### src/rtl/imem_arb.sv
// rtl/imem_arb.sv - single-port instruction memory arbiter between fetch and loader
//
// Purpose:
//   Shares one single-port instruction memory between the fetch stage and a
//   program loader/debug port. The loader normally wins. After BURST_MAX
//   consecutive loader grants while fetch is waiting, fetch gets one grant.
//   With BURST_MAX=0, fetch has strict priority. Read data returns one cycle
//   after a grant. It is routed to whichever requester owned that grant.
//
// Ports:
//   clk, rst                   clock (rising edge), asynchronous active-low reset
//   f_req_i, f_addr_i          fetch read request and address
//   f_stall_o                  fetch requested but was not granted this cycle
//   f_rvalid_o, f_rdata_o      fetch read return (cycle after the grant)
//   ld_req_i, ld_we_i          loader request, 1 = write / 0 = read
//   ld_addr_i, ld_wdata_i      loader address and write data
//   ld_gnt_o                   loader access performed this cycle
//   ld_rvalid_o, ld_rdata_o    loader read return (cycle after the grant)
//   mem_en_o, mem_we_o         memory enable / write enable
//   mem_addr_o, mem_wdata_o    memory address / write data (0 when idle)
//   mem_rdata_i                memory read data, one cycle after a read enable
//   stall_cnt_o                saturating count of fetch stall cycles
//
// Configuration:
//   IMEM_ARB_PERF_EN  when defined, stall_cnt_o counts f_stall_o cycles and
//                     saturates at all-ones. Otherwise stall_cnt_o is tied to 0.

module imem_arb #(
  parameter int DATA_W    = 32,
  parameter int ADDR_W    = 32,
  parameter int BURST_MAX = 4,
  parameter int PERF_W    = 16
) (
  input  logic              clk,
  input  logic              rst,
  input  logic              f_req_i,
  input  logic [ADDR_W-1:0] f_addr_i,
  output logic              f_stall_o,
  output logic              f_rvalid_o,
  output logic [DATA_W-1:0] f_rdata_o,
  input  logic              ld_req_i,
  input  logic              ld_we_i,
  input  logic [ADDR_W-1:0] ld_addr_i,
  input  logic [DATA_W-1:0] ld_wdata_i,
  output logic              ld_gnt_o,
  output logic              ld_rvalid_o,
  output logic [DATA_W-1:0] ld_rdata_o,
  output logic              mem_en_o,
  output logic              mem_we_o,
  output logic [ADDR_W-1:0] mem_addr_o,
  output logic [DATA_W-1:0] mem_wdata_o,
  input  logic [DATA_W-1:0] mem_rdata_i,
  output logic [PERF_W-1:0] stall_cnt_o
);

  // A zero-width counter is illegal, so BURST_MAX=0 keeps a 1-bit counter.
  // That counter is held at 0.
  localparam int CNT_W = (BURST_MAX > 0) ? $clog2(BURST_MAX + 1) : 1;
  localparam logic [CNT_W-1:0] CNT_MAX = CNT_W'(BURST_MAX);

  typedef enum logic [1:0] {
    IDLE = 2'd0,
    F_RD = 2'd1,
    L_RD = 2'd2
  } rd_state_t;

  rd_state_t        state_q, state_d;
  logic [CNT_W-1:0] burst_q, burst_d;
  logic             fetch_gnt, ld_gnt;

  // The grant terms include rst. Every output is therefore forced to 0 while
  // reset is asserted, even though the inputs may still be toggling.
  always_comb begin
    fetch_gnt = rst & f_req_i & (~ld_req_i | (burst_q >= CNT_MAX));
    ld_gnt    = rst & ld_req_i & ~fetch_gnt;
  end

  always_comb begin
    state_d     = IDLE;
    burst_d     = '0;
    mem_en_o    = 1'b0;
    mem_we_o    = 1'b0;
    mem_addr_o  = '0;
    mem_wdata_o = '0;
    if (fetch_gnt) begin
      mem_en_o   = 1'b1;
      mem_addr_o = f_addr_i;
      state_d    = F_RD;
    end else if (ld_gnt) begin
      mem_en_o    = 1'b1;
      mem_we_o    = ld_we_i;
      mem_addr_o  = ld_addr_i;
      mem_wdata_o = ld_wdata_i;
      state_d     = ld_we_i ? IDLE : L_RD;
    end
    // The burst count only grows while fetch is actually waiting.
    // A fetch grant, or fetch going quiet, starts a fresh burst.
    if (ld_gnt && f_req_i) begin
      burst_d = burst_q + 1'b1;
    end
  end

  always_ff @(posedge clk or negedge rst) begin
    if (!rst) begin
      state_q <= IDLE;
      burst_q <= '0;
    end else begin
      state_q <= state_d;
      burst_q <= burst_d;
    end
  end

  always_comb begin
    f_stall_o   = rst & f_req_i & ~fetch_gnt;
    ld_gnt_o    = ld_gnt;
    f_rvalid_o  = rst & (state_q == F_RD);
    ld_rvalid_o = rst & (state_q == L_RD);
    f_rdata_o   = f_rvalid_o ? mem_rdata_i : '0;
    ld_rdata_o  = ld_rvalid_o ? mem_rdata_i : '0;
  end

`ifdef IMEM_ARB_PERF_EN
  logic [PERF_W-1:0] stall_cnt_q;

  always_ff @(posedge clk or negedge rst) begin
    if (!rst) begin
      stall_cnt_q <= '0;
    end else if (f_stall_o && (stall_cnt_q != '1)) begin
      stall_cnt_q <= stall_cnt_q + 1'b1;
    end
  end

  assign stall_cnt_o = stall_cnt_q;
`else
  assign stall_cnt_o = '0;
`endif

endmodule
### config.mk
export PLATFORM = sky130hd
export DESIGN_NAME = imem_arb
export DESIGN_NICKNAME = d
export VERILOG_FILES = /design/src/rtl/imem_arb.sv
export SDC_FILE = /design/constraint.sdc
export NUM_CORES = 1
export LEC_CHECK = 0
export ABC_CLOCK_PERIOD_IN_PS = 1100
export BUFFER_PORTS_ARGS = -buffer_cell sky130_fd_sc_hd__buf_4
export CAP_MARGIN = 15
export CORE_AREA = 8 8 104 106
export DETAILED_ROUTE_END_ITERATION = 7
export DIE_AREA = 0 0 112 114
export PLACE_DENSITY = 0.65
export SLEW_MARGIN = 20
export SYNTH_ARGS = -nofsm -noshare
export SYNTH_HDL_FRONTEND = slang
export SYNTH_SLANG_ARGS = --single-unit
### constraint.sdc
create_clock -name clk -period 1.1 [get_ports clk]
set_input_delay 0.22 -clock clk [delete_from_list [all_inputs] [get_ports clk]]
set_output_delay 0.22 -clock clk [all_outputs]
set_load 0.02 [all_outputs]
After elaboration in Yosys (flattened, before gate mapping)
Cells that the tools add are included.
{"block": "classes", "addsub": 1, "order_cmp": 1, "n_eq_ne": 2, "mux": 14, "bitwise_logic": 10, "n_reduce_logical": 1}
{"operator": "two-way mux 32 bit", "count": 6}
{"operator": "bitwise AND 1 bit", "count": 7}
{"operator": "two-way mux 2 bit", "count": 3}
{"operator": "two-way mux 1 bit", "count": 4}
{"operator": "adder 3 x 1 -> 3 bit, second input constant", "count": 1}
{"operator": ">= comparator 3 bit, second input constant", "count": 1}
{"operator": "two-way mux 3 bit", "count": 1}
{"operator": "equality test 2 x 1 -> 1 bit, second input constant", "count": 1}
{"operator": "equality test 2 bit, second input constant", "count": 1}
{"operator": "inverter 1 bit", "count": 2}
{"operator": "logical AND 1 bit", "count": 1}
{"operator": "OR 1 bit", "count": 1}
{"block": "totals", "register_bits": 5, "input_bits": 133, "out_inout_bits": 150}

Depth between registers and ports, before layout
{"block": "logic_depth", "word_depth": 7, "mapped_depth": 5}

Worst setup path after synthesis
Ideal clock, no wire load.
{"block": "synth_timing", "kind": "register to output", "startpoint": "register burst_q[2]", "endpoint": "output mem_wdata_o[0]", "arrival_time_ps": 1235, "required_ps": 880, "path_slack_ps": -355, "path_stages_with_launch": 4, "path_cell_list": "dfrtp_1 and2_1 buf_6 nor3b_1"}
{"block": "synth_between", "elab_chain_cells": 7}
{"element": "start, declared", "line_no": "68", "source": "logic [CNT_W-1:0] burst_q, burst_d;"}
{"element": "start signal, assigned", "line_no": "109", "source": "burst_q <= burst_d;"}
{"element": ">= comparator 3 bit (*)", "line_no": "74", "source": "fetch_gnt = rst & f_req_i & (~ld_req_i | (burst_q >= CNT_MAX));"}
{"element": "OR 1 bit (*)", "line_no": "74"}
{"element": "bitwise AND 1 bit (*)", "line_no": "74"}
{"element": "inverter 1 bit", "line_no": "75", "source": "ld_gnt = rst & ld_req_i & ~fetch_gnt;"}
{"element": "bitwise AND 1 bit", "line_no": "75"}
{"element": "two-way mux 32 bit", "line_no": "89", "source": "end else if (ld_gnt) begin"}
{"element": "two-way mux 32 bit (*)", "line_no": "85", "source": "if (fetch_gnt) begin"}
{"element": "end, declared", "line_no": "51", "source": "output logic [DATA_W-1:0] mem_wdata_o,"}
Every way passes the cells marked *; elsewhere a longest branch is shown, timed or not.

Final worst setup path
{"block": "layout_timing", "startpoint": "register burst_q[2]", "endpoint": "output mem_wdata_o[30]"}
The elaborated chain is that of the path after synthesis.

==> flow_metrics.env <==
export IMPL_synthTopCellsByCount="nand2_1 (66), and2_1 (65), o32ai_2 (30), nor3b_2 (29), buf_4 (21)"
export IMPL_htree_levels=1
export IMPL_area_growth_pct=158
export IMPL_cts_buffer_depth=2
export IMPL_n_antenna_cell=0
export IMPL_yosysWarnings=0
export IMPL_post_route_cells_drive_above_1_share=0.831
export IMPL_switching_share=0.390
export IMPL_synth_area_um2=2160
export IMPL_crit_path_cell_trace="and2_4 -> clkbuf_16 -> nor3b_4 -> buf_6"
export IMPL_grt_max_degree=27
export IMPL_viasPerCell=4.61
export IMPL_rows=35
export IMPL_yosys_most_used_dff="dfrtp_1"
export IMPL_final_setup_tns_ns=-63.08
export IMPL_dieArea_um2=12800
export IMPL_clock_latency_ns=0.22
export IMPL_synth_top_area_frac=0.226
export IMPL_p_int_mw=1.41
export IMPL_worst_slack_ns=-0.509
export IMPL_synth_seq_cells=5
export IMPL_gp_congestion=0.779
export IMPL_crit_path_start_kind="flip-flop"
export IMPL_cts_made_buffers=3
export IMPL_place_hpwl_um=9330
export IMPL_critical_path_max_stage_delay_ns=0.43
export IMPL_vias=2995
export IMPL_yosys_area_top_type="o32ai_2"
export IMPL_fin_crit_ns=1.61
export IMPL_path_class="reg2out"
export IMPL_required_ns=0.88
export IMPL_finalSetupViolCount=137
export IMPL_routedWlPerCell_um=19.1
export IMPL_ys_top_cells_by_area="o32ai_2 (23%), and2_1 (19%), nor3b_2 (17%)"
export IMPL_overflow=0
export IMPL_cp_max_fo=6
export IMPL_cts_sinks=5
export IMPL_finClkSkew_ns=0.00296
export IMPL_cap_viol_max_count=0
export IMPL_clkPwrFrac=0.144
export IMPL_drv_slew=0
export IMPL_failed_checks="hold timing, setup timing"
export IMPL_track_usage=0.168
export IMPL_post_route_drc_count=0
export IMPL_fmax_mhz=621
export IMPL_cts_root_buf="clkbuf_8"
export IMPL_fin_crit_sh=1.46
export IMPL_critPathCaptureType="primary output"
export IMPL_grt_pass1_vias=3255
export IMPL_pwr_share_seq=0.083
export IMPL_antenna_found_initial=0
export IMPL_status="finished, violations left"
export IMPL_rsz0062_at_grt="yes"
export IMPL_fp_dieH_um=114
export IMPL_ys_types=22
export IMPL_syn_inst=263
export IMPL_tritoncts="built"
export IMPL_clk_pin_slew_ns=0.03
export IMPL_synth_edf_count=0
export IMPL_hold_path_class="in2async"
export IMPL_cp_num_buf_inv=2
export IMPL_initialDrtViolationCount=131
export IMPL_p_leak_nw=2.59
export IMPL_async_flop_share=1.00
export IMPL_first_pass_iters=4
export IMPL_fin_nets=673
export IMPL_post_synth_cell_area_avg_um2=8.21
export IMPL_design_portCount=283
export IMPL_grt_pass1_wl_um=17600
export IMPL_comb_power_share=0.773
export IMPL_yosysMostFrequentCell="nand2_1"
export IMPL_core_area_um2=9110
export IMPL_holdWs_ns=-0.000154
export IMPL_seq_area_frac_synth=0.0580
export IMPL_max_vdd_ir_drop_uv=280
export IMPL_routed_wl_um=12400
export IMPL_cp_top_family="flip-flops"
export IMPL_place_ws_ns=-0.296
export IMPL_finalHoldViolCount=1
export IMPL_power_density_nw_per_um2=416
export IMPL_port_buffers=266
export IMPL_cp_arrival_ns=1.39
export IMPL_filler_cell_count=721
export IMPL_p_sw_mw=0.904
export IMPL_die_w_um=112
export IMPL_p_total_mw=2.32
export IMPL_start_util=0.237
export IMPL_slowest_stage="dfrtp_2"
export IMPL_ant_nets=0
-- kinds of logic after synthesis --
kind of cell	share of synthesized area
adder cells (fa/ha/maj)	0.00580
AND/OR/NAND/NOR	0.526
AO/OA/AOI/OAI	0.242
buffers and inverters	0.166
flip-flops	0.0580
other	0.00174
-- placed cells by master (no fill, tap or decap), types with 2 or more instances in the layout --
cell type and count:
nand2_1 65, and3b_4 2, and4_1 2, o32ai_4 8, buf_12 16, clkbuf_8 3, buf_6 108, buf_4 170
and2_4 65, nor3b_4 29, o32ai_2 24, conb_1 16, clkbuf_16 7, dfrtp_1 4, nor3b_2 5
-- path summary, 6_finish.rpt --
| check | slack [ns] | cells after the start | end | startpoint |
|---|---|---|---|---|
| worst min register to register | 0.45 | 1 | burst_q[0] | burst_q[0] |
| max in group asynchronous | 0.53 | 2 | state_q[0] | rst |
| worst max register to register | -0.13 | 4 | burst_q[2] | burst_q[2] |
| worst max-delay path | -0.51 | 4 | mem_wdata_o[30] | burst_q[2] |
| worst min-delay path | -0.0002 | 2 | burst_q[2] | rst |
| min in group clk | 0.16 | 2 | state_q[1] | ld_we_i |
-- worst register-to-register path: stages (launching register included) --
cell	delay (ns)
dfrtp_2	0.43
nor2b_4	0.23
buf_12	0.21
buf_6	0.12
and4_1	0.18
-- cell type report --
class	instances	area [um2]	area share
inverter	1	3.75	0.000674
clock buffer	4	45.0	0.00808
sequential	5	126	0.0227
tap	111	139	0.0249
timing repair buffer	303	3030	0.543
multi-input combinational	225	2230	0.401
-- flip-flops by register name, summed over array words and instances (netlist names) --
name and cells:
burst_q 3, state_q 2
-- power by group through the flow --
stage	sequential (mW)	clock, mW	combinational, mW
after floorplan	0.194	0	0.879
after global placement	0.194	0	1.58
after detailed placement	0.195	0	1.60
after CTS	0.192	0.353	1.70
after global routing	0.193	0.359	1.90
final	0.192	0.335	1.79
-- layer usage --
layer  part of all wire  GRT usage
met1               0.32      0.155
met2               0.58      0.345
met3              0.094     0.0671
met4             0.0028     0.0189
met5                  0          0
-- stage by stage --
stage / std cells / utilization / hold WS, ns / instance area [um2]
4_1_cts: 638 / 0.578 / 0.00146 / 5270
3_3_place_gp: 632 / 0.525 / 0.0631 / 4780
2_1_floorplan: 278 / - / -0.0756 / 2690
5_1_grt: 649 / 0.612 / 0.00625 / 5570
6_report: 649 / 0.612 / -0.000154 / 5570
3_5_place_dp: 632 / 0.525 / 0.0652 / 4780
-- timing repair --
action | CTS | global route
gates cloned | 1 | 8
pin swaps | 3 | 10
hold buffers | 1 | 0
endpoints found under the hold margin | 2 | 0
resized for setup | 106 | 18
setup buffers | 0 | 3
setup endpoints to repair | 134 | 136
(Power assumes the default switching activity.)
